==> src/rtl/aes_host_if.sv <==
// aes_host_if: host word-bus front end that buffers key/message blocks, launches the AES core and streams results back
module aes_host_if #(
   parameter int DATA_W  = 32,
   parameter int BLOCK_W = 128
) (
   input  logic               clk,
   input  logic               reset,
   input  logic               req,
   input  logic               rw,
   input  logic               addr,
   input  logic [DATA_W-1:0]  wdata,
   input  logic               wvalid,
   output logic               wready,
   output logic [DATA_W-1:0]  rdata,
   output logic               rvalid,
   input  logic               rready,
   output logic               busy,
   output logic               err,
   output logic               key_valid,
   output logic [BLOCK_W-1:0] core_msg,
   output logic [BLOCK_W-1:0] core_key,
   output logic               core_start,
   input  logic               core_done,
   input  logic [BLOCK_W-1:0] core_result
);
   localparam int NBEATS = BLOCK_W / DATA_W;
   localparam int CW = $clog2(NBEATS);
   localparam logic [CW-1:0] LAST = CW'(NBEATS - 1);
   localparam logic [2:0] IDLE    = 3'd0;
   localparam logic [2:0] WR_MSG  = 3'd1;
   localparam logic [2:0] WR_KEY  = 3'd2;
   localparam logic [2:0] RUN     = 3'd3;
   localparam logic [2:0] RD_LOAD = 3'd4;
   localparam logic [2:0] RD      = 3'd5;

   logic [2:0]         r_state;
   logic [CW-1:0]      r_cnt;
   logic [BLOCK_W-1:0] r_msg, r_key, r_res, r_out;
   logic               r_msg_valid, r_key_valid, r_res_valid, r_start, r_err;
   logic               w_last;
   logic [CW-1:0]      w_cnt_nxt;

   assign w_last     = r_cnt == LAST;
   assign w_cnt_nxt  = w_last ? '0 : r_cnt + 1'b1;
   assign wready     = r_state == WR_MSG || r_state == WR_KEY;
   assign rvalid     = r_state == RD;
   assign rdata      = r_out[BLOCK_W-1 -: DATA_W];
   assign busy       = r_state != IDLE;
   assign err        = r_err;
   assign key_valid  = r_key_valid;
   assign core_msg   = r_msg;
   assign core_key   = r_key;
   assign core_start = r_start;

   // Controller FSM with its buffers; start and err are registered single-cycle pulses
   always_ff @(posedge clk or posedge reset)
      if (reset) begin
         r_state     <= IDLE;
         r_cnt       <= '0;
         r_msg       <= '0;
         r_key       <= '0;
         r_res       <= '0;
         r_out       <= '0;
         r_msg_valid <= 1'b0;
         r_key_valid <= 1'b0;
         r_res_valid <= 1'b0;
         r_start     <= 1'b0;
         r_err       <= 1'b0;
      end else begin
         r_start <= 1'b0;
         r_err   <= 1'b0;
         case (r_state)
            IDLE:
               if (req) begin
                  if (rw) begin
                     r_state <= addr ? WR_KEY : WR_MSG;
                     r_cnt   <= '0;
                     if (addr) r_key_valid <= 1'b0;
                     else r_msg_valid <= 1'b0;
                  end else if (r_res_valid) r_state <= RD_LOAD;
                  else r_err <= 1'b1;
               end else if (r_msg_valid && r_key_valid) begin
                  r_state <= RUN;
                  r_start <= 1'b1;
               end
            WR_MSG:
               if (wvalid) begin
                  r_msg <= {r_msg[BLOCK_W-DATA_W-1:0], wdata};
                  r_cnt <= w_cnt_nxt;
                  if (w_last) begin
                     r_msg_valid <= 1'b1;
                     r_state     <= r_key_valid ? RUN : IDLE;
                     r_start     <= r_key_valid;
                  end
               end
            WR_KEY:
               if (wvalid) begin
                  r_key <= {r_key[BLOCK_W-DATA_W-1:0], wdata};
                  r_cnt <= w_cnt_nxt;
                  if (w_last) begin
                     r_key_valid <= 1'b1;
                     r_state     <= IDLE;
                  end
               end
            RUN:
               if (core_done) begin
                  r_res       <= core_result;
                  r_res_valid <= 1'b1;
                  r_msg_valid <= 1'b0;
                  r_state     <= IDLE;
               end
            RD_LOAD: begin
               r_out   <= r_res;
               r_cnt   <= '0;
               r_state <= RD;
            end
            RD:
               if (rready) begin
                  r_out <= {r_out[BLOCK_W-DATA_W-1:0], {DATA_W{1'b0}}};
                  r_cnt <= w_cnt_nxt;
                  if (w_last) begin
                     r_res_valid <= 1'b0;
                     r_state     <= IDLE;
                  end
               end
            default: r_state <= IDLE;
         endcase
      end
endmodule

==> config.mk <==
export PLATFORM = sky130hd
export DESIGN_NAME = aes_host_if
export DESIGN_NICKNAME = d
export VERILOG_FILES = /design/src/rtl/aes_host_if.sv
export SDC_FILE = /design/constraint.sdc
export NUM_CORES = 1
export LEC_CHECK = 0
export ABC_AREA = 1
export CORE_UTILIZATION = 55
export DETAILED_ROUTE_END_ITERATION = 7
export GPL_ROUTABILITY_DRIVEN = 0
export HOLD_SLACK_MARGIN = 0.1
export PLACE_DENSITY = 0.86
export SLEW_MARGIN = 20
export SYNTH_ARGS = -nofsm -noshare
export SYNTH_HDL_FRONTEND = slang
export SYNTH_SLANG_ARGS = --single-unit
==> constraint.sdc <==
create_clock -name clk -period 53.2 [get_ports clk]
set_clock_uncertainty 0.2 [all_clocks]
set_input_delay 7.98 -clock clk [delete_from_list [all_inputs] [get_ports clk]]
set_output_delay 7.98 -clock clk [all_outputs]
set_load 0.02 [all_outputs]
==> results of run 1 <==
-- power breakdown --
group          total [W]  switching, W  internal, W
registers       0.000712      0.000129     0.000583
clock network   0.000367      0.000155     0.000212
logic           0.000727      0.000412     0.000315
-- area by class of cell --
type	count	area, sq um
diodes	12	30.0
clock buffers	81	1560
clock inverters	14	151
fillers	2513	10300
inverters	196	751
multi-input cells	1327	6360
flip-flops and latches	522	13100
well taps	511	639
repair buffers	476	4750
-- metal layers --
metal / track usage [%] / vias to the layer above
met5: 0 / -
met4: 19.7 / 2
met3: 9.39 / 205
met2: 50.4 / 807
met1: 36.3 / 8181
li1: - / 7684
-- state kept, by name (all words and copies together) (netlist names) --
name and cells:
r_state 3, r_res_valid 1, err 1, key_valid 1, core_msg 128, r_res 128, r_cnt 2, core_key 128
core_start 1, r_out 128, r_msg_valid 1
-- metrics by stage --
step	hold WS (ns)	cells	util, %
floorplan	0.237	2203	-
global placement	0.249	3032	67.9
detailed placement	0.257	3032	67.9
CTS	0.269	3127	72.5
global route	0.294	3136	72.6
finish	0.269	3139	72.7
-- worst max path at each step --
stage,end,slack [ns]
floorplan,core_key[0],30.44
global placement,core_key[119],41.84
detailed placement,core_key[122],41.78
CTS,core_key[118],42.37
global route,core_key[119],42.14
finish,core_key[118],42.28
-- worst max-delay path, stage by stage --
cell and delay (ns):
sky130_fd_sc_hd__clkdlybuf4s50_1 0.45, sky130_fd_sc_hd__buf_4 0.39, sky130_fd_sc_hd__inv_1 0.17, sky130_fd_sc_hd__nor2_4 0.13, sky130_fd_sc_hd__buf_4 0.63, sky130_fd_sc_hd__buf_4 0.90, sky130_fd_sc_hd__mux2_2 0.43
-- cell families (layout without fill, tap and decap cells) --
family | after synthesis | after routing | synth area share, %
and+or+nand+nor | 846 | 846 | 15.6
DFF | 522 | 522 | 62.2
AOI/OAI and AO/OA | 384 | 384 | 9.34
buffers and inverters | 354 | 767 | 7.61
muxes | 96 | 96 | 5.15
adders and majority gates | 1 | 1 | 0.0596
other | 0 | 12 | 0
-- synth_stat cells, drive strengths merged --
master  number
mux2        96
ha           1
nand3       54
buf        116
nor2       111
o22ai       22
nand3b       2
nand4        1
clkbuf      42
and2         1
a21oi      100
inv        196
o21ai      262
dfrtp      522
nand2      677
==> summary by stage, run 1 <==
Status
The run finished with clean final reports.

Worst hold path
The path with the worst hold slack has its endpoint at r_res[113]. The hold-critical path depth is 2. In this run the worst hold path is classified as register to register.

The startpoint of the most critical hold path is r_res[113].

Floorplanning
Measured along the x axis, the die boundary spans about 200 microns. For this configuration, the core starts out at a cell density of 55.9%. The number of top-level pins is 462. In this run the vertical extent of the chip is just under 200 microns.

The standard-cell row count is 71. The core outline area is 0.0376 sq mm. The die covers 0.0390 sq mm.

Power
The leakage power total is around 13 nW. Across the VDD grid, the largest voltage drop is roughly 52 uV. Power spread over the standard cell area amounts to ~66 mW/mm^2. The total power after layout is about 0.0018 W.

Clock network
Gates resized during post-CTS repair numbered 0. The clock transition time at the flip-flop clock pins of the worst setup and hold paths is about 0.060 ns. The count of H-tree levels built during CTS is 2.

For this design, the CTS-stage hold fixing added 0 buffers. Clock latency on the worst-skew pair, taken at its later pin, is about 0.6 ns. The buffers inserted during post-CTS setup optimization is 0. The TritonCTS clock tree is yes. The clock passes through at most 3 buffers.

The buffer cell driving the clock tree root is sky130_fd_sc_hd__clkbuf_16. The clock drives about 520 sinks. The number of buffers added by the clock tree synthesis step is between 50 and 60.

Routing
The post-detailed-route DRC marker count is 0. The met1 wire length is about 22 mm. The number of vias after detailed routing is 16,879. Detailed routing placed a total of approximately 5.6 mm of wire on met3. The detailed-routed wire length on met2 is between 20 and 30 mm.

The aggregate routed wire length is roughly 60 mm. The via density per instance is between 5 and 6. The count of TritonRoute iterations in the first routing pass is 5. The final antenna-violating net count is 0. In the final routed layout, each cell accounts on average for a little under 20 microns. The starting DRC count in detailed routing is about 1,300. The top metal layer carrying routed signals is met5.

Synthesis
The post-synthesis cell area is 0.0210 sq mm. After synthesis, the largest area contributor takes up approximately 62% of total cell area. The cell type with the highest aggregate area in the netlist is sky130_fd_sc_hd__dfrtp_1. The number of distinct library cells after synthesis is 25. After synthesis, the mean cell area works out to ~9.5 sq um. Synthesis inferred 522 register bits. After synthesis, the cell types taking the most area are sky130_fd_sc_hd__dfrtp_1 (62%), sky130_fd_sc_hd__nand2_1 (12%), sky130_fd_sc_hd__o21ai_0 (5.9%). Synthesis produced 2,203 cells. The net count after synthesis is 2,372. The register area share after synthesis is 62.2%. The Yosys warning count is 0.

Placement
The worst slack after detailed placement is around 42 ns. The placed instances occupy a cell area of approximately 0.026 sq mm. The estimated wirelength of the detail-placed design is 39.4 mm.

The total of buffers placed on input and output ports is around 460.

STA
In the post-route analysis, the smallest setup slack over all paths is 42.28 ns. Setup violations remaining at the end of the flow were counted as 0. Measured against its own limit, the worst slew margin works out to roughly 31%. Setup total negative slack on the finished layout was measured at 0 ns.

At the pin with the least slew margin, the transition time is 1.03 ns. Setup repair after global routing left no endpoint under its margin. In the finished design, the share of the clock period the worst path needs comes to 20.5%. For the finished layout, the period the worst path requires is 10.92 ns. The final count of pins violating max slew is 0.

Derived from the worst setup path, the maximum achievable clock frequency is 91.6 MHz. The number of hold-slack violations in the final timing report is 0.

Worst setup path
The critical register-to-register path endpoint is r_out[80]. The critical-path maximum fanout is 87. The category of the most critical setup path is input port to register. The worst setup path is launched from an input port. In this run the critical register-to-register path is launched from r_state[2]. At the worst endpoint, the required time is about 53 ns. In this run the worst setup path begins at wvalid. For the worst flop-to-flop path, the logic depth is 8.

The data arrival time of the critical path is roughly 11 ns. STA classifies the critical path endpoint as a register. The worst reg-to-reg setup slack is 48.90 ns.

GRT
The global-route wire length before repair is ~93 mm. The all-layer global routing usage is between 30% and 40%. The number of antenna violations at the first check in global routing is 10. The via count of the first global-routing pass is between 15,000 and 20,000. Entering global routing, the biggest net connects approximately 150 pins. Global routing finished with a remaining overflow of 0.

Layout
The layout overhead on the synthesized area is 30.0%. The count of nets after finishing is between 2,000 and 3,000. Of the cells placed in the final design, the portion with a size suffix greater than 1 is under 10%. The cell area after layout is 0.0273 sq mm. The most common cell after layout, fill and taps aside is sky130_fd_sc_hd__nand2_1. The library cells used most frequently in the layout, excluding fill and tap cells, are sky130_fd_sc_hd__nand2_1 (675), sky130_fd_sc_hd__dfrtp_1 (522), sky130_fd_sc_hd__clkdlybuf4s50_1 (461).

Flow run
The number of max-capacitance violations reported is 0.
No activity file was read; power rests on OpenSTA's default activity.
==> run 2, diff against run 1 <==
--- a/config.mk
+++ b/config.mk
@@ -6,11 +6,11 @@
 export NUM_CORES = 1
 export LEC_CHECK = 0
 export ABC_AREA = 1
-export CORE_UTILIZATION = 55
+export CORE_UTILIZATION = 51
 export DETAILED_ROUTE_END_ITERATION = 7
 export GPL_ROUTABILITY_DRIVEN = 0
 export HOLD_SLACK_MARGIN = 0.1
-export PLACE_DENSITY = 0.86
+export PLACE_DENSITY = 0.8
 export SLEW_MARGIN = 20
 export SYNTH_ARGS = -nofsm -noshare
 export SYNTH_HDL_FRONTEND = slang
==> constraint.sdc (replaced) <==
create_clock -name clk -period 11.3 [get_ports clk]
set_clock_uncertainty 0.2 [all_clocks]
set_input_delay 1.695 -clock clk [delete_from_list [all_inputs] [get_ports clk]]
set_output_delay 1.695 -clock clk [all_outputs]
set_load 0.02 [all_outputs]
==> run 2 against run 1 <==
Non-clock buffer count increased by 1; clock-buffer cell count fell by 4; combinational power grew to 4.7 times the previous value; global-route usage decreased by 3.2 points; first-iteration DRC count down 0.91%; sequential power increased to 4.6 times the previous value; critical path type is now register to register; highest routed layer is now met4.
==> summary by stage, run 2 (synthesized netlist as in run 1, its figures left out) <==
Status
The flow ran to the end, and the final reports show no timing, DRC or antenna violations.

Clock network
The clock net in this run drives a total of 522 sinks. The number of buffers added by the clock tree synthesis step is 51. No sink is reached through more buffers than the 3 on the longest clock path. The post-cts gate resize count is 0.

TritonCTS built the clock tree. The insertion delay to the later sink of the worst-skew pair is approximately 0.59 ns. The H-tree was split into 2 levels.

The buffer cell driving the clock tree root is sky130_fd_sc_hd__clkbuf_16. Buffers added to address setup during post-CTS repair amount to 0. The clock transition time at the flip-flop clock pins of the worst setup and hold paths is 0.06 ns.

The hold-fix buffer count after cts is 0.

Routing
The via density per instance is ~5.2. The post-detailed-route wirelength per cell is about 18 microns. The first routing iteration left between 1,000 and 1,500 violations. The routed layout has roughly 16,000 vias. The aggregate routed wire length is approximately 58 mm. For this run, design rule violations remaining after detail routing come to 0. The count of TritonRoute iterations in the first routing pass is 8.

The final antenna-violating net count is 0.

Worst setup path
The start point of the critical path is r_state[2]. In this design, the largest share of critical-path delay is due to buffers and inverters. For the worst setup path, the data arrival time is roughly 5.4 ns. The most numerous cell type found on the critical path is sky130_fd_sc_hd__buf_4. The category of the most critical setup path is register to register. The critical-path maximum fanout is approximately 120. For the worst setup path, the data required time is between 10 and 15 ns. The buffer and inverter count on the worst path is 5. The largest single stage delay on the critical path is 0.89 ns.

The kind of launch point of the worst setup path is a register. The startpoint identified for the worst register-to-register timing path is r_state[2]. The worst setup path is captured at a register. The standard cell with the maximum stage delay on the critical path is sky130_fd_sc_hd__buf_4.

Walking the worst path, the cells encountered are inv_2 -> nor2_4 -> buf_4 -> clkinv_2 -> o21ai_4 -> buf_4 -> buf_4 -> o21ai_0.

Placement
After legalization and detailed placement, the total HPWL measured 38.9 mm. Port buffering added ~460 buffers. The number of instances in the placed design is just over 3,000.

Once placement finished, the instance area stood at between 0.02 and 0.03 sq mm.

Power
The switching share of power is a little under two fifths. The internal portion of the total power is between 0.005 and 0.006 W. Registers are responsible for 38.7% of the overall power.

Power comes to roughly 0.0086 W. The power per unit of standard cell area is approximately 310 mW/mm^2. The maximum vdd ir drop is between 200 and 250 uV. The clock network burns a little over a fifth of the power.

The combinational cell fraction of total power is between 40% and 50%. The analysis attributes to net switching a power of 0.00321 W. In this run the static leakage power is around 13 nW.

STA
The number of hold-slack violations in the final timing report is 0. The setup TNS is 0 ns. Of the available clock period, the critical path in the final layout requires about 46%. Setup violations remaining at the end of the flow were counted as 0. For the pin with the worst max-slew slack, the measured transition is around 1.1 ns. The worst path in the final design needs a cycle of between 5 and 6 ns, including I/O delays and setup. The final count of pins violating max slew is 0. The peak clock frequency supported by timing is 192 MHz. Setup repair after global routing left no endpoint under its margin. The relative slew slack is roughly 28%.

GRT
The number of antenna violations at the first check in global routing is 7. The via count of the first global-routing pass was between 15,000 and 20,000. Across every metal layer, demand over resource in global routing totals between 20% and 30%. The total global routing overflow is 0. The maximum number of pins on one net before global-route repair is between 150 and 200. The global-route wire length before repair is approximately 90 mm.

Floorplanning
The die covers between 0.04 and 0.05 sq mm. The core outline area is about 0.04 sq mm. The width of the die is 205 microns. Pin placement for this block handled ~460 I/O pins.

For this configuration, the core starts out at a cell density of approximately 52%. The floorplan die height is ~200 microns. The floorplan has 73 rows.

Layout
The number of fill cells in the layout is around 3,000. The net count of the finished layout is approximately 2,700. The layout overhead on the synthesized area is 30.6%.

Leaving out fill and tap cells, the most frequent cell in the layout is sky130_fd_sc_hd__nand2_1. After routing the design area is around 0.027 sq mm. In the layout the commonest cells are sky130_fd_sc_hd__nand2_1 (675), sky130_fd_sc_hd__dfrtp_1 (522), sky130_fd_sc_hd__clkdlybuf4s50_1 (460). The layout cell share with drive strength beyond 1 is approximately 8%. The count of cells in the finished layout, fillers not included, comes to 3,149.

Flow run
The tool flagged a number of max-cap violations equal to 0.

Worst hold path
The worst hold path begins at core_msg[119]. The type of the worst min-delay path is register to register.
run 2: cell types whose count changed in the layout (fill, tap and decap cells not counted), moves of 2 or more:
cell                        delta
sky130_fd_sc_hd__diode_2       -5
sky130_fd_sc_hd__buf_4         +2
sky130_fd_sc_hd__clkbuf_8      +3
sky130_fd_sc_hd__bufinv_16     +5
sky130_fd_sc_hd__clkinv_2      +3
sky130_fd_sc_hd__clkbuf_1      -6
sky130_fd_sc_hd__buf_6         -3
sky130_fd_sc_hd__buf_12        +2
sky130_fd_sc_hd__clkinv_8      -2
run 2: tightest hold or removal path, cell delays in order (launching register included):
cell and delay, ns:
sky130_fd_sc_hd__dfrtp_1 0.34, sky130_fd_sc_hd__nand2_1 0.05, sky130_fd_sc_hd__nand2_1 0.05
run 2: power by group through the flow:
stage / registers, W / logic (W) / clock network, W
after floorplan: 0.00371 / 0.00145 / 0
after global placement: 0.00328 / 0.00330 / 0
after detailed placement: 0.00331 / 0.00338 / 0
after CTS: 0.00330 / 0.00343 / 0.00185
after global routing: 0.00340 / 0.00371 / 0.00192
final: 0.00331 / 0.00342 / 0.00182
run 2: path summary, 6_finish.rpt:
kind / end / slack, ns / cells past startpoint
worst max-delay path: r_out[33] / 6.08 / 8
worst min-delay path: core_msg[119] / 0.27 / 2
worst max register to register: r_out[33] / 6.08 / 8
worst min register to register: core_msg[119] / 0.27 / 2
max in group asynchronous: r_cnt[0] / 7.75 / 4
min in group asynchronous: core_msg[127] / 1.54 / 3
run 2: per-stage QoR:
stage | hold WS [ns] | setup slack [ns] | utilization [%]
after global placement | 0.248 | 6.50 | 63.6
after detailed placement | 0.255 | 6.29 | 63.6
final | 0.270 | 6.08 | 68.2
after global routing | 0.291 | 5.67 | 68.2
after floorplan | 0.237 | 2.31 | -
after CTS | 0.269 | 6.24 | 68.2
run 2: routing by layer:
metal | wire length (microns) | track usage, % | share of wire, %
met5 | 0 | 0 | 0
met4 | 3020 | 14.8 | 5.2
met2 | 27000 | 43.3 | 46
met3 | 5710 | 9.08 | 9.8
met1 | 22500 | 35.0 | 39
run 2: final cells by class:
class / count / area, sq um / area share, %
antenna: 7 / 17.5 / 0.0639
clock buffer: 77 / 1560 / 5.68
clock inverter: 18 / 265 / 0.967
inverter: 196 / 742 / 2.71
multi-input combinational: 1327 / 6360 / 23.2
sequential: 522 / 13100 / 47.6
tap: 525 / 657 / 2.40
timing repair buffer: 477 / 4760 / 17.4
==> run 3, diff against run 2 <==
--- a/config.mk
+++ b/config.mk
@@ -6,11 +6,11 @@
 export NUM_CORES = 1
 export LEC_CHECK = 0
 export ABC_AREA = 1
-export CORE_UTILIZATION = 51
+export CORE_UTILIZATION = 46
 export DETAILED_ROUTE_END_ITERATION = 7
 export GPL_ROUTABILITY_DRIVEN = 0
 export HOLD_SLACK_MARGIN = 0.1
-export PLACE_DENSITY = 0.8
+export PLACE_DENSITY = 0.77
 export SLEW_MARGIN = 20
 export SYNTH_ARGS = -nofsm -noshare
 export SYNTH_HDL_FRONTEND = slang
==> constraint.sdc (replaced) <==
create_clock -name clk -period 4.3 [get_ports clk]
set_clock_uncertainty 0.2 [all_clocks]
set_input_delay 0.645 -clock clk [delete_from_list [all_inputs] [get_ports clk]]
set_output_delay 0.645 -clock clk [all_outputs]
set_load 0.02 [all_outputs]
==> run 3 against run 2 <==
Via count barely moved; clock power rose to 2.6 times the previous value; utilization fell by 6.1 points; critical path type is now register to output port; highest routed layer unchanged.
==> summary by stage, run 3 (synthesized netlist as in run 1, its figures left out) <==
GRT
The global-route wire length before repair is about 92 mm. The maximum number of pins on one net before global-route repair is approximately 130. The total global routing overflow is 0.

The via count of the first global-routing pass is 16,596. Global routing used around 25% of the available tracks. The number of antenna violations at the first check in global routing came to 1.

STA
The final-layout worst hold slack is 0.267 ns. The number of setup violations in the final report is 0. The final count of pins violating max slew is 0. The number of hold-slack violations in the final timing report was 0.

The peak clock frequency supported by timing is between 200 and 300 MHz. The relative slew slack is around two fifths. For the pin with the worst max-slew slack, the measured transition is 0.916 ns.

The setup slack of the critical path after layout is approximately 0.8 ns. The share of the clock period used by the worst path after layout is 81.9%. Setup repair after global routing left no endpoint under its margin.

The minimum clock period after layout is 3.52 ns.

Clock network
After clock tree synthesis, the repair step resized 0 gates. Buffers inserted to repair hold after CTS numbered 0. The insertion delay to the later sink of the worst-skew pair is roughly 0.6 ns. The buffers inserted during post-CTS setup optimization is 0. The TritonCTS clock tree is yes. For this design, the sink count on the clock tree is 522. The maximum clock path buffer count is 3. Clock-pin slew was measured on the worst setup and hold paths at approximately 0.06 ns. CTS built an H-tree with a depth of 2. The root buffer cell chosen for the clock tree is sky130_fd_sc_hd__clkbuf_16. The number of clock buffers added by TritonCTS is 54.

Worst setup path
STA classifies the critical path endpoint as an output port. The largest single stage delay on the critical path is about 0.8 ns. The buffer and inverter count on the worst path is 2. The category of the most critical setup path is register to output port.

The critical-path maximum fanout is 21. The largest individual stage delay along the critical path comes from the cell sky130_fd_sc_hd__dfrtp_1. Data arrives at the worst endpoint at 2.68 ns. The signal on the critical path passes through inv_2 -> nand3_2 -> o21ai_0 -> clkdlybuf4s50_1. STA classifies the critical path startpoint as a register. Grouping stages by cell kind, the critical path spends the most delay in buffers and inverters. The data required time at the worst endpoint is 3.45 ns.

Placement
The total of buffers placed on input and output ports is between 400 and 500. The worst slack after detailed placement is 1.27 ns. Detailed placement ended at an HPWL of between 40 and 50 mm.

Flow run
The number of max-capacitance violations reported is 0.

Routing
The post-detailed-route DRC marker count is 0. The aggregate routed wire length is between 50 and 60 mm. The starting DRC count in detailed routing is 1,485.

The count of nets left with antenna violations once routing finished came out at 0. The number of vias after detailed routing is approximately 16,000. The count of TritonRoute iterations in the first routing pass is 7. The post-detailed-route wirelength per cell is approximately 18 microns.

Using the TritonRoute via totals, the vias-per-cell ratio works out to ~5.1.

Floorplanning
Once the floorplan was initialized, standard cells occupied 47.1% of the core. The initialized floorplan defines 77 standard-cell rows. The width of the die is between 200 and 250 microns. ~460 I/O pins were placed. The floorplan die height is around 220 microns.

The die covers around 0.047 sq mm. The core outline area is approximately 0.045 sq mm.

Layout
Leaving out fill and tap cells, the most frequent cells in the layout are sky130_fd_sc_hd__nand2_1 (675), sky130_fd_sc_hd__dfrtp_1 (522), sky130_fd_sc_hd__clkdlybuf4s50_1 (460). Cells with a size suffix above 1 make up roughly 8.3% of the layout. For this run, the share of the core covered by cells in the final layout is a little over 60%.

The layout overhead on the synthesized area is 31.9%. The count of nets after finishing is 2,763. The most common cell after layout, fill and taps aside is sky130_fd_sc_hd__nand2_1.

Power
The power per unit of standard cell area is between 800 and 900 mW/mm^2. The leakage power total is about 13 nW. VDD sags by at most 652 uV.

Worst hold path
The tightest min-delay check is of the register to register type.

Status
The run finished with clean final reports.
run 3: cell count changes in the layout (fill, tap and decap cells not counted), moves of 2 or more:
cell                        before  now
sky130_fd_sc_hd__buf_12          2   14
sky130_fd_sc_hd__buf_4          12   16
sky130_fd_sc_hd__bufinv_16       7    4
sky130_fd_sc_hd__clkbuf_1       10   12
sky130_fd_sc_hd__clkbuf_8       14   12
sky130_fd_sc_hd__clkinv_2       13    9
sky130_fd_sc_hd__diode_2         7    2
sky130_fd_sc_hd__inv_6           0    2
run 3: area by class of cell:
type,count,area (sq um)
fill,3556,16900
sequential,522,13100
multi-input combinational,1327,6360
timing repair buffer,493,5030
clock buffer,78,1560
inverter,196,742
tap,592,741
clock inverter,15,196
antenna,2,5.00
run 3: where the power goes:
group          leakage [nW]  total [W]  switching (W)  internal (W)
combinational          5.71    0.00896        0.00500       0.00396
clock                 0.866    0.00466        0.00191       0.00275
sequential             6.36    0.00873        0.00152       0.00721
run 3: through the flow:
step | cell area [sq um] | total power, W | instances | setup TNS [ns]
floorplan | 21000 | 0.0136 | 2203 | -1898.62
CTS | 27700 | 0.0225 | 3223 | 0
detailed placement | 25900 | 0.0177 | 3130 | 0
finish | 27700 | 0.0223 | 3225 | 0
global placement | 25900 | 0.0173 | 3130 | 0
global route | 27700 | 0.0236 | 3224 | 0
run 3: final timing paths:
| check | from | to | slack (ns) | cells past startpoint |
|---|---|---|---|---|
| worst max-delay path | r_state[2] | wready | 0.78 | 4 |
| worst min-delay path | r_res[105] | r_res[105] | 0.27 | 2 |
| worst max register to register | r_state[2] | r_out[111] | 1.33 | 7 |
| worst min register to register | r_res[105] | r_res[105] | 0.27 | 2 |
| max in group asynchronous | reset | r_out[7] | 2.35 | 4 |
| min in group asynchronous | reset | core_msg[118] | 0.36 | 2 |
run 3: worst min-delay path: stages (launching register included):
cell	delay [ns]
sky130_fd_sc_hd__dfrtp_1	0.34
sky130_fd_sc_hd__nand2_1	0.05
sky130_fd_sc_hd__nand2_1	0.04
run 3: metal layers:
metal	track usage, %	wire length [microns]	vias to the layer above
met5	0	0	-
met4	8.79	1740	0
met3	8.56	5810	91
met2	43.3	29500	598
met1	30.0	22600	8021
li1	-	-	7691
